**config.mk**
```make
export PLATFORM = sky130hd
export DESIGN_NAME = bcd_arbiter
export DESIGN_NICKNAME = d
export VERILOG_FILES = /design/src/rtl/bcd_pkg.sv /design/src/rtl/arbitro_rr.sv /design/src/rtl/bcd_arbiter.sv
export SDC_FILE = /design/constraint.sdc
export NUM_CORES = 1
export LEC_CHECK = 0
export ABC_AREA = 1
export BUFFER_PORTS_ARGS = -buffer_cell sky130_fd_sc_hd__buf_4
export CORE_AREA = 2 2 81 83
export CTS_CLUSTER_DIAMETER = 30
export DETAILED_ROUTE_END_ITERATION = 10
export DIE_AREA = 0 0 83 85
export GPL_ROUTABILITY_DRIVEN = 0
export PLACE_DENSITY = 0.77
export SETUP_SLACK_MARGIN = 0.4
export SYNTH_ARGS = -nofsm -noshare
export SYNTH_HDL_FRONTEND = slang
export SYNTH_SLANG_ARGS = --single-unit
```
**constraint.sdc**
```tcl
create_clock -name clk -period 2.6 [get_ports clk]
set_input_delay 0.26 -clock clk [delete_from_list [all_inputs] [get_ports clk]]
set_output_delay 0.26 -clock clk [all_outputs]
set_load 0.01 [all_outputs]
```
**src/rtl/bcd_pkg.sv**
```systemverilog
// ---------------------------------------------------------------------------
// bcd_pkg
// Shared definitions for the BCD converter arbiter:
//   ANCHO_BIN / ANCHO_BCD : binary operand and 5-digit BCD result widths
//   estado_t              : arbiter state encoding
//   operando_t            : magnitude plus sign of a request operand
//   a_magnitud()          : two's-complement to magnitude/sign conversion
// ---------------------------------------------------------------------------
package bcd_pkg;

    localparam int ANCHO_BIN = 16;
    localparam int ANCHO_BCD = 20;

    typedef enum logic [1:0] {
        INACTIVO = 2'd0,
        INICIO   = 2'd1,
        ESPERA   = 2'd2,
        RESP     = 2'd3
    } estado_t;

    typedef struct packed {
        logic                 negativo;
        logic [ANCHO_BIN-1:0] magnitud;
    } operando_t;

    // 0x8000 maps to 32768, which still fits the unsigned 16-bit magnitude.
    // Zero has its sign bit clear, so it can never come out negative.
    function automatic operando_t a_magnitud(input logic [ANCHO_BIN-1:0] dato,
                                             input logic                 con_signo);
        operando_t op;
        if (con_signo && dato[ANCHO_BIN-1]) begin
            op.negativo = 1'b1;
            op.magnitud = (~dato) + 16'd1;
        end else begin
            op.negativo = 1'b0;
            op.magnitud = dato;
        end
        return op;
    endfunction

endpackage

```
**src/rtl/arbitro_rr.sv**
```systemverilog
// ---------------------------------------------------------------------------
// arbitro_rr
// Combinational round-robin pick: first set request at or after the pointer,
// wrapping modulo N_REQ.
//   i_req       : pending request vector
//   i_puntero   : index with highest priority this round (< N_REQ)
//   o_concesion : one-hot grant (all zero when nothing pending)
//   o_indice    : index of the granted request
//   o_hay       : at least one request pending
// ---------------------------------------------------------------------------
module arbitro_rr #(
    parameter int N_REQ = 2
) (
    input  logic [N_REQ-1:0] i_req,
    input  logic [1:0]       i_puntero,
    output logic [N_REQ-1:0] o_concesion,
    output logic [1:0]       o_indice,
    output logic             o_hay
);

    always_comb begin
        o_concesion = '0;
        o_indice    = '0;
        o_hay       = 1'b0;
        // Scan from the farthest position back to the pointer so the hit
        // nearest the pointer is the one left standing.
        for (int k = N_REQ - 1; k >= 0; k--) begin
            if (i_req[(int'(i_puntero) + k) % N_REQ]) begin
                o_hay    = 1'b1;
                o_indice = 2'((int'(i_puntero) + k) % N_REQ);
            end
        end
        if (o_hay) begin
            o_concesion = N_REQ'(1) << o_indice;
        end
    end

endmodule

```
**src/rtl/bcd_arbiter.sv**
```systemverilog
// ---------------------------------------------------------------------------
// bcd_arbiter
// Shares one binary-to-BCD converter between N_REQ requesters, round-robin.
//   req_valido/req_dato     : requests (held until req_acept), 16 bits each
//   req_acept               : one-cycle grant pulse
//   resp_valido/resp_id     : one-cycle result pulse and responding index
//   resp_bcd/resp_negativo  : BCD magnitude and sign, held to next response
//   resp_error              : last response was a converter timeout
//   bcd_iniciar/bcd_binario : start pulse and operand towards the converter
//   bcd_salida/bcd_terminado: converter result and done flag
// ---------------------------------------------------------------------------
module bcd_arbiter
    import bcd_pkg::*;
#(
    parameter int N_REQ          = 2,
    parameter bit CON_SIGNO      = 1'b1,
    parameter int TIMEOUT_CICLOS = 64
) (
    input  logic                       clk,
    input  logic                       rst_n,
    input  logic [N_REQ-1:0]           req_valido,
    input  logic [ANCHO_BIN*N_REQ-1:0] req_dato,
    output logic [N_REQ-1:0]           req_acept,
    output logic [N_REQ-1:0]           resp_valido,
    output logic [1:0]                 resp_id,
    output logic [ANCHO_BCD-1:0]       resp_bcd,
    output logic                       resp_negativo,
    output logic                       resp_error,
    output logic                       bcd_iniciar,
    output logic [ANCHO_BIN-1:0]       bcd_binario,
    input  logic [ANCHO_BCD-1:0]       bcd_salida,
    input  logic                       bcd_terminado
);

    localparam int CNT_W = $clog2(TIMEOUT_CICLOS + 1);

    estado_t              r_estado;
    logic [1:0]           r_puntero;
    logic [1:0]           r_id;
    logic                 r_neg;
    logic [CNT_W-1:0]     r_cnt;
    logic                 r_term_prev;
    logic [N_REQ-1:0]     r_req_acept;
    logic [N_REQ-1:0]     r_resp_valido;
    logic [1:0]           r_resp_id;
    logic [ANCHO_BCD-1:0] r_resp_bcd;
    logic                 r_resp_neg;
    logic                 r_resp_err;
    logic                 r_iniciar;
    logic [ANCHO_BIN-1:0] r_binario;

    logic [N_REQ-1:0]     w_concesion;
    logic [1:0]           w_indice;
    logic                 w_hay;
    logic [ANCHO_BIN-1:0] w_dato;
    operando_t            w_op;
    logic                 w_flanco;

    arbitro_rr #(.N_REQ(N_REQ)) u_arbitro (
        .i_req       (req_valido),
        .i_puntero   (r_puntero),
        .o_concesion (w_concesion),
        .o_indice    (w_indice),
        .o_hay       (w_hay)
    );

    assign w_dato   = req_dato[int'(w_indice)*ANCHO_BIN +: ANCHO_BIN];
    assign w_op     = a_magnitud(w_dato, CON_SIGNO);
    // Only a fresh rising edge counts, so a done level left over from an
    // earlier conversion cannot complete the current one.
    assign w_flanco = bcd_terminado & ~r_term_prev;

    always_ff @(posedge clk or negedge rst_n) begin
        if (!rst_n) begin
            r_estado      <= INACTIVO;
            r_puntero     <= '0;
            r_id          <= '0;
            r_neg         <= 1'b0;
            r_cnt         <= '0;
            r_term_prev   <= 1'b0;
            r_req_acept   <= '0;
            r_resp_valido <= '0;
            r_resp_id     <= '0;
            r_resp_bcd    <= '0;
            r_resp_neg    <= 1'b0;
            r_resp_err    <= 1'b0;
            r_iniciar     <= 1'b0;
            r_binario     <= '0;
        end else begin
            r_term_prev   <= bcd_terminado;
            r_req_acept   <= '0;
            r_iniciar     <= 1'b0;
            r_resp_valido <= '0;
            case (r_estado)
                INACTIVO: begin
                    // Grant and start pulses are set here so they are
                    // visible for exactly the INICIO cycle.
                    if (w_hay) begin
                        r_id        <= w_indice;
                        r_neg       <= w_op.negativo;
                        r_binario   <= w_op.magnitud;
                        r_req_acept <= w_concesion;
                        r_iniciar   <= 1'b1;
                        r_estado    <= INICIO;
                    end
                end
                INICIO: begin
                    r_puntero <= (r_id == 2'(N_REQ - 1)) ? 2'd0 : r_id + 2'd1;
                    r_cnt     <= '0;
                    r_estado  <= ESPERA;
                end
                ESPERA: begin
                    if (w_flanco) begin
                        r_resp_valido <= N_REQ'(1) << r_id;
                        r_resp_id     <= r_id;
                        r_resp_bcd    <= bcd_salida;
                        r_resp_neg    <= r_neg;
                        r_resp_err    <= 1'b0;
                        r_estado      <= RESP;
                    end else if (r_cnt == CNT_W'(TIMEOUT_CICLOS - 1)) begin
                        // This is the last allowed waiting cycle.
                        r_resp_valido <= N_REQ'(1) << r_id;
                        r_resp_id     <= r_id;
                        r_resp_bcd    <= '0;
                        r_resp_neg    <= 1'b0;
                        r_resp_err    <= 1'b1;
                        r_estado      <= RESP;
                    end else begin
                        r_cnt <= r_cnt + 1'b1;
                    end
                end
                RESP: begin
                    r_estado <= INACTIVO;
                end
                default: begin
                    r_estado <= INACTIVO;
                end
            endcase
        end
    end

    assign req_acept     = r_req_acept;
    assign resp_valido   = r_resp_valido;
    assign resp_id       = r_resp_id;
    assign resp_bcd      = r_resp_bcd;
    assign resp_negativo = r_resp_neg;
    assign resp_error    = r_resp_err;
    assign bcd_iniciar   = r_iniciar;
    assign bcd_binario   = r_binario;

endmodule

```
# Yosys cells after proc, flatten, opt, wreduce, memory -nomap -nowiden
# Cells that the tools add are included.
# word_totals
wordCells,76
reg_bits,59
# op_classes
addsub,4
n_shift,3
eq_ne,9
reduce_logical,7
n_lt_le_gt_ge,2
bitwise_logic,4
n_mux,33
# ops
op,n
$mux W20,2
$shiftx A32 B7 Y16,1
$mux W2,12
$mux W17,1
$add A16 B1 Y16 const B,1
$not A16 Y16,1
$mux W1,14
$mux W7,2
$pmux W7 S2,1
$pmux W2 S4,1
$add A7 B1 Y7 const B,1
$eq A7 B6 Y1 const B,1
$reduce_and A2 Y1,3
$eq A2 B1 Y1 const B,2
$eq A2 B2 Y1 const B,2
$ne A2 B2 Y1 const B,2
$reduce_bool A2 Y1,2
$shl A1 B2 Y2 const A,2
$lt A2 B3 Y1 const B,1
$ne A3 B3 Y1 const B,1
$reduce_and A3 Y1,1
$add A1 B1 Y1 const B,2
$logic_not A2 Y1,1
$lt A1 B2 Y1 const B,1
other kinds (4),4

# Logic depth before layout (Yosys ltp)
# Gate-level depths: netlist (run 1).
# depth
ltp_word,11
ltp_mapped,15

# Cells and area by module
# A second synthesis (run 1) with hierarchy kept.
# unflattened
cells_unflattened,371
hier_area_um2,3066.7
# by_module_without_submodules
module,area_per_inst_um2,seq_area_each_um2,cells_per_inst,instances
bcd_arbiter,3025.4,1501.4,362,1
arbitro_rr,41.3,0.0,9,1

# Worst setup path before layout (run 1)
# No wires, ideal clock.
# synth_path
path_type,register -> register
from,register r_puntero[0]
to,register r_binario[12] (netlist: bcd_binario[12])
setup_ns,0.117
path_stages_with_launch,13
arrival_time_ns,1.589
setup_slack_ns,0.893
n_path_buf,1
cell_sequence,dfrtp_1 inv_2 nand2_4 nand2_8 buf_12 nand2_1 nand2_2 ha_1 nand3_4 o21ai_4 nand4_1 nand3_1 nand2_1
# synth_between
elab_chain_len,10
elab_cells_between_ends,16
# synth_lines
item,line,source
"start, declared",bcd_arbiter.sv:38,logic [1:0] r_puntero;
"start signal, assigned",bcd_arbiter.sv:108,r_puntero <= (r_id == 2'(N_REQ - 1)) ? 2'd0 : r_id + 2'd1;
$add A1 B1 Y1,"arbitro_rr.sv:28, arbitro_rr.sv:30",
$mux W1 (implied by the code) (3 in series),arbitro_rr.sv:28,if (i_req[(int'(i_puntero) + k) % N_REQ]) begin
$mux W2 (2 in series),arbitro_rr.sv:28,
$shiftx A32 B7 Y16,bcd_arbiter.sv:67,assign w_dato = req_dato[int'(w_indice)*ANCHO_BIN +: ANCHO_BIN];
$not A16 Y16,bcd_pkg.sv:33,op.magnitud = (~dato) + 16'd1;
$add A16 B1 Y16,bcd_pkg.sv:33,
$mux W17,bcd_pkg.sv:31,if (con_signo && dato[ANCHO_BIN-1]) begin
"end signal, assigned",bcd_arbiter.sv:101,r_binario <= w_op.magnitud;
"end, declared",bcd_arbiter.sv:50,logic [ANCHO_BIN-1:0] r_binario;
# Several ways; a longest one is shown, not always the timed one. The select of a mux whose other input is x is not followed.
# A chain may end at the register's enable or synchronous reset.

# Worst setup path in the final report (run 1)
# layout_path
from,register r_estado[1]
to,register r_binario[2] (netlist: bcd_binario[2])
# layout_between
elab_chain_len,2
# layout_lines
item,line,source
"start, declared",bcd_arbiter.sv:37,estado_t r_estado;
"start signal, assigned",bcd_arbiter.sv:75,r_estado <= INACTIVO;
"start signal, assigned",bcd_arbiter.sv:104,r_estado <= INICIO;
"start signal, assigned",bcd_arbiter.sv:110,r_estado <= ESPERA;
$logic_not A2 Y1,bcd_arbiter.sv:94,case (r_estado)
$reduce_and A2 Y1 (no line),-,
# No other way between the ends.

==> impl_metrics.sql, run 1 <==
INSERT INTO impl_metrics (metric_group, metric, value, unit) VALUES
('timing', 'worst_tran_pin_value', '0.709', 'ns'),
('final_layout', 'antennaDiodeCount', '0', ''),
('placed_design', 'place_area', '3700', 'um^2'),
('flow_run', 'max-cap-violations', '0', ''),
('setup_path', 'crit_path_max_fanout', '14', ''),
('setup_path', 'timing.critical_path.to_type', 'flop', ''),
('worst_hold_path', 'whs_path_depth', '1', ''),
('final_layout', 'drive_gt1_frac', '0.315', ''),
('worst_hold_path', 'holdPathEnd', 'r_term_prev', ''),
('routing', 'detail_route.wirelength.met1', '2.92', 'mm'),
('global_route', 'total_global_routing_overflow', '0', ''),
('timing', 'worst_hold_slack', '0.0453', 'ns'),
('power', 'p_per_area', '1000', 'nW/um^2'),
('routing', 'antenna_left', '0', ''),
('routing', 'dr.max_layer_used', 'met4', ''),
('cts', 'cts.reportedPaths.clkPinSlew', '0.07', 'ns'),
('routing', 'via_count', '2611', ''),
('cts', 'tritoncts', 'built', ''),
('die', 'core_area', '6200', 'um^2'),
('synth', 'post_synth_inst_count', '343', ''),
('cts', 'htreeDepth', '3', ''),
('timing', 'fin_setup_tns', '0', 'ns'),
('global_route', 'grt.total_usage', '0.194', ''),
('routing', 'drt-wirelength-per-cell', '12.5', 'um'),
('setup_path', 'worst_r2r_startpoint', 'r_estado[1]', ''),
('routing', 'wl_met2', '3.07', 'mm'),
('synth', 'ys.flop_type', 'dfrtp_1', ''),
('synth', 'syn_area', '2970', 'um^2'),
('worst_hold_path', 'worstHoldPathType', 'in2reg', ''),
('timing', 'slew_hr', '0.527', ''),
('timing', 'finalHoldViolations', '0', ''),
('placed_design', 'dpl_worst_slack', '0.518', 'ns'),
('setup_path', 'critical_path_startpoint_category', 'flop', ''),
('routing', 'dr.pass1.iters', '4', ''),
('setup_path', 'regToRegEndpoint', 'bcd_binario[2]', ''),
('final_layout', 'total_area_of_multi_input_combinational_cells', '1300', 'um^2'),
('final_layout', 'postLayoutCellArea', '3890', 'um^2'),
('final_layout', 'number_of_fillers_in_the_final_layout', '540', ''),
('cts', 'clock_tree.root_cell', 'clkbuf_8', ''),
('synth', 'ys_seq_elements', '57', ''),
('worst_hold_path', 'hold_start', 'bcd_terminado', ''),
('timing', 'drv_slew', '0', ''),
('global_route', 'antenna_found_initial', '0', ''),
('routing', 'routed_wl', '6.58', 'mm'),
('setup_path', 'timing.setup.critical_path_class', 'reg2reg', ''),
('timing', 'min_period_over_period', '0.770', ''),
('die', 'chipWidth', '83', 'um'),
('power', 'power.static_leakage', '0.00208', 'uW'),
('die', 'io_pins', '102', ''),
('synth', 'synth.yosys.seq_area_share', '0.480', ''),
('final_layout', 'areaGrowthSynthToFinish', '31.1', '%'),
('timing', 'period_minus_slack', '2.00', 'ns'),
('die', 'chipHeight', '85', 'um'),
('setup_path', 'worst_ep_arrival_time', '2.21', 'ns'),
('placed_design', 'place.detailed.hpwl', '4.91', 'mm'),
('global_route', 'grt_max_degree', '58', ''),
('cts', 'clock_latency', '0.34', 'ns'),
('global_route', 'grt_first_pass_wirelength', '11.3', 'mm'),
('status', 'run_status', 'finished clean', ''),
('timing', 'clock-skew-final', '0.00970', 'ns'),
('routing', 'met3_length', '479', 'um'),
('synth', 'post_synth.cell_area_avg', '8.66', 'um^2'),
('timing', 'max_freq', '500', 'MHz'),
('global_route', 'grt_pass1_vias', '2454', ''),
('cts', 'clockBufferDepth', '2', ''),
('routing', 'drc', '0', ''),
('cts', 'number_of_buffers_inserted_to_repair_setup_after_cts', '0', ''),
('timing', 'timing.final.setup_violations', '0', ''),
('setup_path', 'critical_path_required', '2.81', 'ns'),
('placed_design', 'io_buffers', '100', ''),
('final_layout', 'area.sequential', '1430', 'um^2');
[Yosys cell counts (2+ instances only)]
cell type	number	area (um^2)
nand2_1	97	364
dfrtp_1	57	1430
inv_1	34	128
nand3_1	28	140
nor2_1	25	93.8
a22o_1	20	175
o21ai_1	9	45.0
o21ai_0	7	35.0
nand2_2	6	37.5
a21oi_1	5	25.0
ha_1	5	62.6
nand2_4	4	45.0
nand4_1	4	25.0
o21ai_2	4	35.0
xnor2_1	4	35.0
buf_2	3	15.0
clkbuf_1	3	11.3
nand3b_1	3	22.5
xor2_1	3	26.3
buf_4	2	15.0
clkbuf_8	2	27.5
inv_2	2	7.51
o21bai_1	2	15.0
[kinds of logic (layout without fill, tap and decap cells)]
kind of cell | Yosys count | after routing | synth area share
AND/OR/NAND/NOR | 173 | 173 | 0.269
flip-flops | 57 | 57 | 0.480
AO/OA/AOI/OAI | 51 | 51 | 0.124
buffers and inverters | 49 | 154 | 0.0842
XOR/XNOR | 7 | 7 | 0.0206
adder cells (fa/ha/maj) | 5 | 5 | 0.0211
other | 1 | 1 | 0.00126
[stage by stage]
stage           util  std cells
2_1_floorplan      -        343
3_3_place_gp   0.597        507
3_5_place_dp   0.597        507
4_1_cts        0.626        524
5_1_grt        0.628        525
6_report       0.628        525
[what timing repair did]
item	CTS	global route
gates resized for setup	0	2
endpoints found under the setup margin	0	23
hold endpoints to repair	12	0
hold buffers	1	0
[area by class of cell]
type                            instances  area share
Tap cell                               77      0.0247
Clock buffer                            9      0.0318
Timing Repair inverter                  1     0.00128
Sequential cell                        57       0.366
Inverter                               36      0.0357
Multi-Input combinational cell        237       0.333
Clock inverter                          7      0.0119
Timing Repair Buffer                  101       0.195
[cells in the final DEF, fill, tap and decap left out]
cell type      netlist  final
nand3_1             28     28
inv_1               34     33
clkinv_2             0      3
clkbuf_8             2      9
nand2_1             97     96
a21oi_1              5      5
clkinvlp_4           0      4
buf_4                2    100
xnor2_1              4      4
nor2_1              25     25
o21ai_1              9      9
o21ai_4              1      1
ha_1                 5      5
nor2_2               1      1
nand3b_1             3      3
a311oi_1             1      1
clkinvlp_2           0      1
nand2_4              4      4
o21bai_1             2      2
inv_2                2      2
inv_6                0      1
nand3_4              1      1
xor2_1               3      3
o22ai_1              1      1
dlygate4sd3_1        0      1
nor2_4               1      1
nand3_2              1      1
o21ai_2              4      4
a22o_1              20     20
o21ai_0              7      7
dfrtp_1             57     57
conb_1               1      1
nand2_2              6      7
nand2_8              1      1
nor3_1               1      1
nand4_1              4      4
a21boi_1             1      1
[critical path: stages, from the launching register on]
cell        delay (ns)
dfrtp_1           0.39
inv_1             0.11
ha_1              0.21
inv_1             0.09
nor2_4            0.34
clkinvlp_2        0.52
nand2_1           0.17
o21ai_1           0.07
[worst max path at each step]
| stage | start | to | slack [ns] | depth (start not counted) |
|---|---|---|---|---|
| 2_1_floorplan | r_puntero[0] | bcd_binario[12] | 0.89 | 12 |
| 3_3_place_gp | r_cnt[0] | resp_bcd[13] | 0.64 | 9 |
| 3_5_place_dp | r_cnt[0] | resp_id[0] | 0.52 | 10 |
| 4_1_cts | r_cnt[0] | resp_id[0] | 0.51 | 10 |
| 5_1_grt | r_estado[1] | bcd_binario[15] | 0.37 | 8 |
| 6_report | r_estado[1] | bcd_binario[2] | 0.60 | 7 |
[sequential cells by signal, indices dropped and copies added, names as in the netlist]
name,flops
resp_bcd,20
bcd_binario,16
r_cnt,7
r_estado,2
req_acept,2
resp_valido,2
bcd_iniciar,1
r_id,1
r_neg,1
r_puntero,1
r_term_prev,1
resp_error,1
resp_id,1
resp_negativo,1
[per-layer routing]
layer | vias up | GRT usage
met3 | 15 | 0.0554
li1 | 1312 | -
met5 | - | 0
met2 | 103 | 0.307
met1 | 1181 | 0.255
met4 | 0 | 0.0745
[power by group]
| part | internal, uW | switching, uW |
|---|---|---|
| combinational | 805 | 923 |
| clock | 342 | 356 |
| sequential | 1260 | 221 |
(Power assumes the default switching activity.)
==> run 2: changes to the inputs <==
--- a/config.mk
+++ b/config.mk
@@ -7,12 +7,12 @@
 export LEC_CHECK = 0
 export ABC_AREA = 1
 export BUFFER_PORTS_ARGS = -buffer_cell sky130_fd_sc_hd__buf_4
-export CORE_AREA = 2 2 81 83
+export CORE_AREA = 2 2 85 87
 export CTS_CLUSTER_DIAMETER = 30
 export DETAILED_ROUTE_END_ITERATION = 10
-export DIE_AREA = 0 0 83 85
+export DIE_AREA = 0 0 87 89
 export GPL_ROUTABILITY_DRIVEN = 0
-export PLACE_DENSITY = 0.77
+export PLACE_DENSITY = 0.74
 export SETUP_SLACK_MARGIN = 0.4
 export SYNTH_ARGS = -nofsm -noshare
 export SYNTH_HDL_FRONTEND = slang
==> constraint.sdc (replaced) <==
create_clock -name clk -period 1.8 [get_ports clk]
set_input_delay 0.18 -clock clk [delete_from_list [all_inputs] [get_ports clk]]
set_output_delay 0.18 -clock clk [all_outputs]
set_load 0.01 [all_outputs]
==> impl_metrics.sql, run 2 (same netlist as run 1, synthesis figures left out) <==
INSERT INTO impl_metrics (metric_group, metric, value, unit) VALUES
('final_layout', 'instances_no_fill', '571', ''),
('power', 'maximum_vdd_drop', '0.638', 'mV'),
('final_layout', 'final_common_cell', 'buf_4', ''),
('cts', 'clock_latency', '0.33', 'ns'),
('placed_design', 'place.detailed.hpwl', '5.23', 'mm'),
('setup_path', 'critical_path_startpoint_category', 'flop', ''),
('timing', 'finalHoldViolations', '0', ''),
('die', 'initial_utilization', '0.442', ''),
('timing', 'period_minus_slack', '1.87', 'ns'),
('routing', 'antenna_left', '0', ''),
('status', 'failed_checks', 'setup timing', ''),
('cts', 'clock_tree.root_cell', 'clkbuf_8', ''),
('timing', 'timing.final.setup_violations', '3', ''),
('global_route', 'antenna_found_initial', '0', ''),
('timing', 'post-route-worst-setup-slack', '-0.0706', 'ns'),
('setup_path', 'worst_ep_arrival_time', '2.14', 'ns'),
('routing', 'drt-wirelength-per-cell', '16.1', 'um'),
('global_route', 'grt_first_pass_wirelength', '12.5', 'mm'),
('final_layout', 'areaGrowthSynthToFinish', '61.9', '%'),
('global_route', 'total_global_routing_overflow', '0', ''),
('cts', 'cts_inserted_buffers', '9', ''),
('cts', 'htreeDepth', '3', ''),
('timing', 'rsz0062_at_grt', 'yes', ''),
('setup_path', 'critical_path_required', '2.07', 'ns'),
('setup_path', 'slowest_stage_delay_cp', '0.40', 'ns'),
('setup_path', 'rrSetupSlack', '-0.07', 'ns'),
('setup_path', 'crit_slowest_cell', 'dfrtp_1', ''),
('die', 'io_pins', '102', ''),
('power', 'power.static_leakage', '0.00245', 'uW'),
('die', 'chipWidth', '87', 'um'),
('cts', 'clockBufferDepth', '2', ''),
('die', 'core_area', '6720', 'um^2'),
('power', 'p_per_area', '1460', 'nW/um^2'),
('cts', 'clock_sink_count', '57', ''),
('die', 'chipHeight', '89', 'um'),
('final_layout', 'drive_gt1_frac', '0.501', ''),
('routing', 'drt_iter0_drc', '115', ''),
('status', 'run_status', 'finished, violations left', ''),
('cts', 'cts.reportedPaths.clkPinSlew', '0.06', 'ns'),
('setup_path', 'timing.setup.critical_path_class', 'reg2reg', ''),
('final_layout', 'final_cell_mix', 'buf_4 (124), nand2_1 (72), dfrtp_1 (57), inv_1 (28), nand2_2 (21)', ''),
('routing', 'dr.pass1.iters', '6', ''),
('timing', 'max_freq', '535', 'MHz'),
('timing', 'min_period_over_period', '1.04', ''),
('placed_design', 'dpl_worst_slack', '-0.0154', 'ns'),
('setup_path', 'timing.critical_path.max_delay_family', 'simple AND/OR/NAND/NOR gates', ''),
('worst_hold_path', 'worstHoldPathType', 'in2reg', ''),
('timing', 'slew_hr', '0.527', ''),
('routing', 'drc', '0', ''),
('final_layout', 'largest_register_ffs', '20', ''),
('die', 'row_count', '30', ''),
('timing', 'fin_setup_tns', '-0.104', 'ns'),
('placed_design', 'numPlacedInstances', '521', ''),
('placed_design', 'io_buffers', '100', ''),
('final_layout', 'number_of_fillers_in_the_final_layout', '475', ''),
('setup_path', 'crit_path_max_fanout', '7', ''),
('global_route', 'grt_max_degree', '58', ''),
('timing', 'clock-skew-final', '0.00522', 'ns'),
('setup_path', 'critical_path_buf_inv_count', '1', ''),
('routing', 'via_count', '2982', ''),
('flow_run', 'max-cap-violations', '0', ''),
('routing', 'vias_per_cell', '5.22', ''),
('routing', 'routed_wl', '9.19', 'mm'),
('final_layout', 'num-nets-final', '549', ''),
('setup_path', 'crit_path_cell_trace', 'inv_2 > nand2_8 > nand2_8 > nand2_4 > nand2_4 > ha_4 > nand3_4 > o21ai_4 > nand3_1 > nand2_1 > nand3_2 > nand2_1', ''),
('setup_path', 'timing.critical_path.to_type', 'flop', ''),
('cts', 'tritoncts', 'built', ''),
('timing', 'worst_tran_pin_value', '0.710', 'ns'),
('die', 'floorplan.die_area', '7740', 'um^2'),
('timing', 'drv_slew', '0', ''),
('global_route', 'grt.total_usage', '0.207', ''),
('global_route', 'grt_pass1_vias', '2736', ''),
('final_layout', 'antennaDiodeCount', '0', '');
run 2: stage by stage:
step | utilization | power, uW | cell area, um^2 | hold WS, ns
6_report | 0.716 | 7040 | 4810 | 0.0687
5_1_grt | 0.716 | 7490 | 4810 | 0.0535
3_5_place_dp | 0.573 | 4840 | 3850 | 0.281
4_1_cts | 0.648 | 6510 | 4360 | 0.0564
3_3_place_gp | 0.573 | 4760 | 3850 | 0.279
2_1_floorplan | - | 3680 | 3040 | -0.116
run 2: power breakdown:
group	switching, uW	leakage [uW]	internal, uW
clock network	489	0.000106	808
registers	340	0.000718	1820
logic	1820	0.00163	1770
total	2650	0.00245	4390
run 2: worst paths after layout:
| path | startpoint | to | cells past startpoint |
|---|---|---|---|
| max | r_puntero[0] | bcd_binario[12] | 12 |
| min | bcd_salida[3] | resp_bcd[3] | 2 |
| max reg2reg | r_puntero[0] | bcd_binario[12] | 12 |
| min reg2reg | bcd_binario[9] | bcd_binario[9] | 2 |
| max in group asynchronous | rst_n | r_id[0] | 2 |
| min in group asynchronous | rst_n | r_cnt[6] | 2 |
run 2: repair_timing:
action / CTS / global route
endpoints found under the setup margin: 50 / 50
cloned: 3 / 4
resized for setup: 34 / 73
hold buffers: 2 / 0
buffers inserted: 17 / 9
endpoints found under the hold margin: 58 / 0
pin swaps: 19 / 38
run 2: per-layer routing:
layer  track usage  up-vias  share of wire
met2         0.348      163           0.52
met4        0.0895        0          0.026
met5             0        -              0
met3        0.0600       28          0.075
met1         0.249     1380           0.37
li1              -     1411              -
run 2: area by class of cell:
class / instances / area [um^2] / area share
multi-input cells: 240 / 1710 / 0.355
well taps: 80 / 100 / 0.0208
flip-flops and latches: 57 / 1430 / 0.296
clock inverters: 3 / 65.1 / 0.0135
inverters: 36 / 153 / 0.0317
repair buffers: 143 / 1210 / 0.252
clock buffers: 12 / 145 / 0.0302
run 2: worst reg2reg max path: stages (launching register included):
cell and delay (ns):
dfrtp_1 0.40, inv_2 0.11, nand2_8 0.10, nand2_8 0.10, nand2_4 0.05, nand2_4 0.10, ha_4 0.16, nand3_4 0.11
o21ai_4 0.29, nand3_1 0.14, nand2_1 0.12, nand3_2 0.08, nand2_1 0.06
==> run 3: changes to the inputs <==
--- a/config.mk
+++ b/config.mk
@@ -7,12 +7,14 @@
 export LEC_CHECK = 0
 export ABC_AREA = 1
 export BUFFER_PORTS_ARGS = -buffer_cell sky130_fd_sc_hd__buf_4
-export CORE_AREA = 2 2 85 87
+export CAP_MARGIN = 15
+export CORE_AREA = 2 2 83 85
+export CTS_BUF_LIST = sky130_fd_sc_hd__clkbuf_2
 export CTS_CLUSTER_DIAMETER = 30
 export DETAILED_ROUTE_END_ITERATION = 10
-export DIE_AREA = 0 0 87 89
+export DIE_AREA = 0 0 85 87
 export GPL_ROUTABILITY_DRIVEN = 0
-export PLACE_DENSITY = 0.74
+export PLACE_DENSITY = 0.77
 export SETUP_SLACK_MARGIN = 0.4
 export SYNTH_ARGS = -nofsm -noshare
 export SYNTH_HDL_FRONTEND = slang
==> impl_metrics.sql, run 3 (same netlist as run 1, synthesis figures left out) <==
INSERT INTO impl_metrics (metric_group, metric, value, unit) VALUES
('placed_design', 'io_buffers', '100', ''),
('global_route', 'total_global_routing_overflow', '0', ''),
('final_layout', 'final_cell_mix', 'buf_4 (131), nand2_1 (75), dfrtp_1 (57), inv_1 (28)', ''),
('setup_path', 'slowest_stage_delay_cp', '0.43', 'ns'),
('setup_path', 'timing.critical_path.max_delay_family', 'simple AND/OR/NAND/NOR gates', ''),
('routing', 'vias_per_cell', '5.35', ''),
('die', 'io_pins', '102', ''),
('status', 'failed_checks', 'setup timing', ''),
('routing', 'drt_iter0_drc', '187', ''),
('routing', 'antenna_left', '0', ''),
('global_route', 'antenna_found_initial', '0', ''),
('final_layout', 'drive_gt1_frac', '0.482', ''),
('routing', 'drc', '0', ''),
('timing', 'min_period_over_period', '1.03', ''),
('power', 'total_power', '6720', 'uW'),
('die', 'chipHeight', '87', 'um'),
('routing', 'dr.pass1.iters', '5', ''),
('routing', 'dr.max_layer_used', 'met4', ''),
('cts', 'cts_inserted_buffers', '9', ''),
('power', 'p_per_area', '1360', 'nW/um^2'),
('placed_design', 'dpl_worst_slack', '0.0179', 'ns'),
('worst_hold_path', 'worstHoldPathType', 'in2reg', ''),
('setup_path', 'worst_ep_arrival_time', '2.23', 'ns'),
('power', 'maximum_vdd_drop', '0.768', 'mV'),
('global_route', 'grt_max_degree', '58', ''),
('cts', 'tritoncts', 'built', ''),
('final_layout', 'final_common_cell', 'buf_4', ''),
('routing', 'routed_wl', '9.78', 'mm'),
('final_layout', 'areaGrowthSynthToFinish', '65.9', '%'),
('final_layout', 'antennaDiodeCount', '0', ''),
('setup_path', 'crit_slowest_cell', 'dfrtp_1', ''),
('timing', 'finalHoldViolations', '0', ''),
('setup_path', 'critical_path_buf_inv_count', '1', ''),
('die', 'core_area', '6570', 'um^2'),
('global_route', 'grt_first_pass_wirelength', '13.5', 'mm'),
('setup_path', 'timing.critical_path.to_type', 'flop', ''),
('final_layout', 'postLayoutCellArea', '4930', 'um^2'),
('placed_design', 'place_area', '3840', 'um^2'),
('setup_path', 'cpMostUsedCell', 'nand2_4', ''),
('timing', 'max_freq', '538', 'MHz'),
('timing', 'rsz0062_at_grt', 'yes', ''),
('die', 'row_count', '30', ''),
('timing', 'fin_setup_tns', '-0.117', 'ns'),
('routing', 'detail_route.wirelength.met1', '3.66', 'mm'),
('cts', 'htreeDepth', '3', ''),
('global_route', 'grt.total_usage', '0.231', ''),
('routing', 'wl_met2', '5.13', 'mm'),
('cts', 'clockBufferDepth', '2', ''),
('die', 'initial_utilization', '0.452', ''),
('setup_path', 'critical_path_startpoint_category', 'flop', ''),
('setup_path', 'crit_path_max_fanout', '7', ''),
('final_layout', 'num-nets-final', '574', ''),
('timing', 'worst_tran_pin_value', '0.716', 'ns'),
('global_route', 'grt_pass1_vias', '3027', ''),
('setup_path', 'crit_path_cell_trace', 'inv_2 > nand2_4 > nand2_8 > nand2_4 > nand2_4 > ha_4 > nand3_4 > o21ai_4 > nand4_1 > nand3_1 > nand2_1', ''),
('final_layout', 'largest_register_ffs', '20', ''),
('final_layout', 'number_of_fillers_in_the_final_layout', '394', ''),
('power', 'power.static_leakage', '0.00253', 'uW'),
('cts', 'cts.reportedPaths.clkPinSlew', '0.17', 'ns'),
('cts', 'clock_sink_count', '57', ''),
('flow_run', 'max-cap-violations', '0', ''),
('setup_path', 'critical_path_required', '2.17', 'ns'),
('setup_path', 'timing.setup.critical_path_class', 'reg2reg', ''),
('timing', 'slew_hr', '0.523', ''),
('routing', 'met3_length', '654', 'um'),
('die', 'floorplan.die_area', '7400', 'um^2'),
('cts', 'clock_tree.root_cell', 'clkbuf_2', ''),
('timing', 'drv_slew', '0', ''),
('timing', 'clock-skew-final', '0.0240', 'ns'),
('timing', 'timing.final.setup_violations', '3', ''),
('routing', 'via_count', '3196', ''),
('cts', 'clock_latency', '0.48', 'ns'),
('timing', 'post-route-worst-setup-slack', '-0.0573', 'ns'),
('status', 'run_status', 'finished, violations left', ''),
('die', 'chipWidth', '85', 'um'),
('timing', 'period_minus_slack', '1.86', 'ns'),
('routing', 'drt-wirelength-per-cell', '16.4', 'um'),
('placed_design', 'place.detailed.hpwl', '5.23', 'mm'),
('final_layout', 'fraction_of_the_core_area_covered_by_cells_at_the_end_of_the_flow', '0.751', '');
-- run 3: changes by cell type in the layout (fill, tap and decap cells not counted), sizes merged --
cell	before	now
dlygate4sd3	2	22
buf	138	145
clkinv	2	5
clkbuf	15	13
nand2	110	108
bufinv	2	1
clkinvlp	0	1
-- run 3: where the power goes --
part | total (uW) | switching, uW | leakage, uW | internal, uW
clock | 792 | 475 | 0.0000670 | 317
combinational | 3750 | 1880 | 0.00174 | 1870
sequential | 2180 | 369 | 0.000718 | 1810
-- run 3: cell type report --
type / instances / area (um^2) / area share
timing repair buffer: 170 / 1470 / 0.297
clock buffer: 10 / 50.0 / 0.0101
tap: 80 / 100 / 0.0203
inverter: 36 / 153 / 0.0310
sequential: 57 / 1430 / 0.289
multi-input combinational: 238 / 1680 / 0.340
clock inverter: 6 / 58.8 / 0.0119
-- run 3: per-layer routing --
layer	vias to the layer above	GRT usage
met5	-	0
met4	0	0.0938
met3	37	0.0531
met2	185	0.414
met1	1514	0.266
li1	1460	-
-- run 3: worst register-to-register path, delay by kind of cell, from the launching register on --
family                   cells  cell delay, ns
AND/OR/NAND/NOR              8            0.82
flip-flops                   1            0.43
buffers and inverters        1            0.10
adder cells (fa/ha/maj)      1            0.14
AO/OA/AOI/OAI                1            0.25
-- run 3: timing repair --
action / CTS / global route
setup buffers: 26 / 9
pin swaps: 19 / 24
hold buffers: 22 / 0
setup endpoints to repair: 50 / 52
hold endpoints to repair: 78 / 0
gates cloned: 1 / 4
resized for setup: 43 / 66
-- run 3: metrics by stage --
stage / std cells / hold WS, ns
final: 597 / 0.0892
after global routing: 597 / 0.0559
after CTS: 584 / 0.0286
after detailed placement: 519 / 0.287
after global placement: 519 / 0.278
after floorplan: 343 / -0.116
-- run 3: path summary, 6_finish.rpt --
kind	slack, ns	endpoint	depth (start not counted)	startpoint
max	-0.06	bcd_binario[12]	11	r_puntero[0]
min	0.09	bcd_binario[9]	5	req_dato[9]
max reg2reg	-0.06	bcd_binario[12]	11	r_puntero[0]
min reg2reg	0.51	bcd_binario[13]	2	bcd_binario[13]
max in group asynchronous	1.05	r_cnt[5]	2	rst_n
min in group asynchronous	0.28	r_estado[1]	2	rst_n
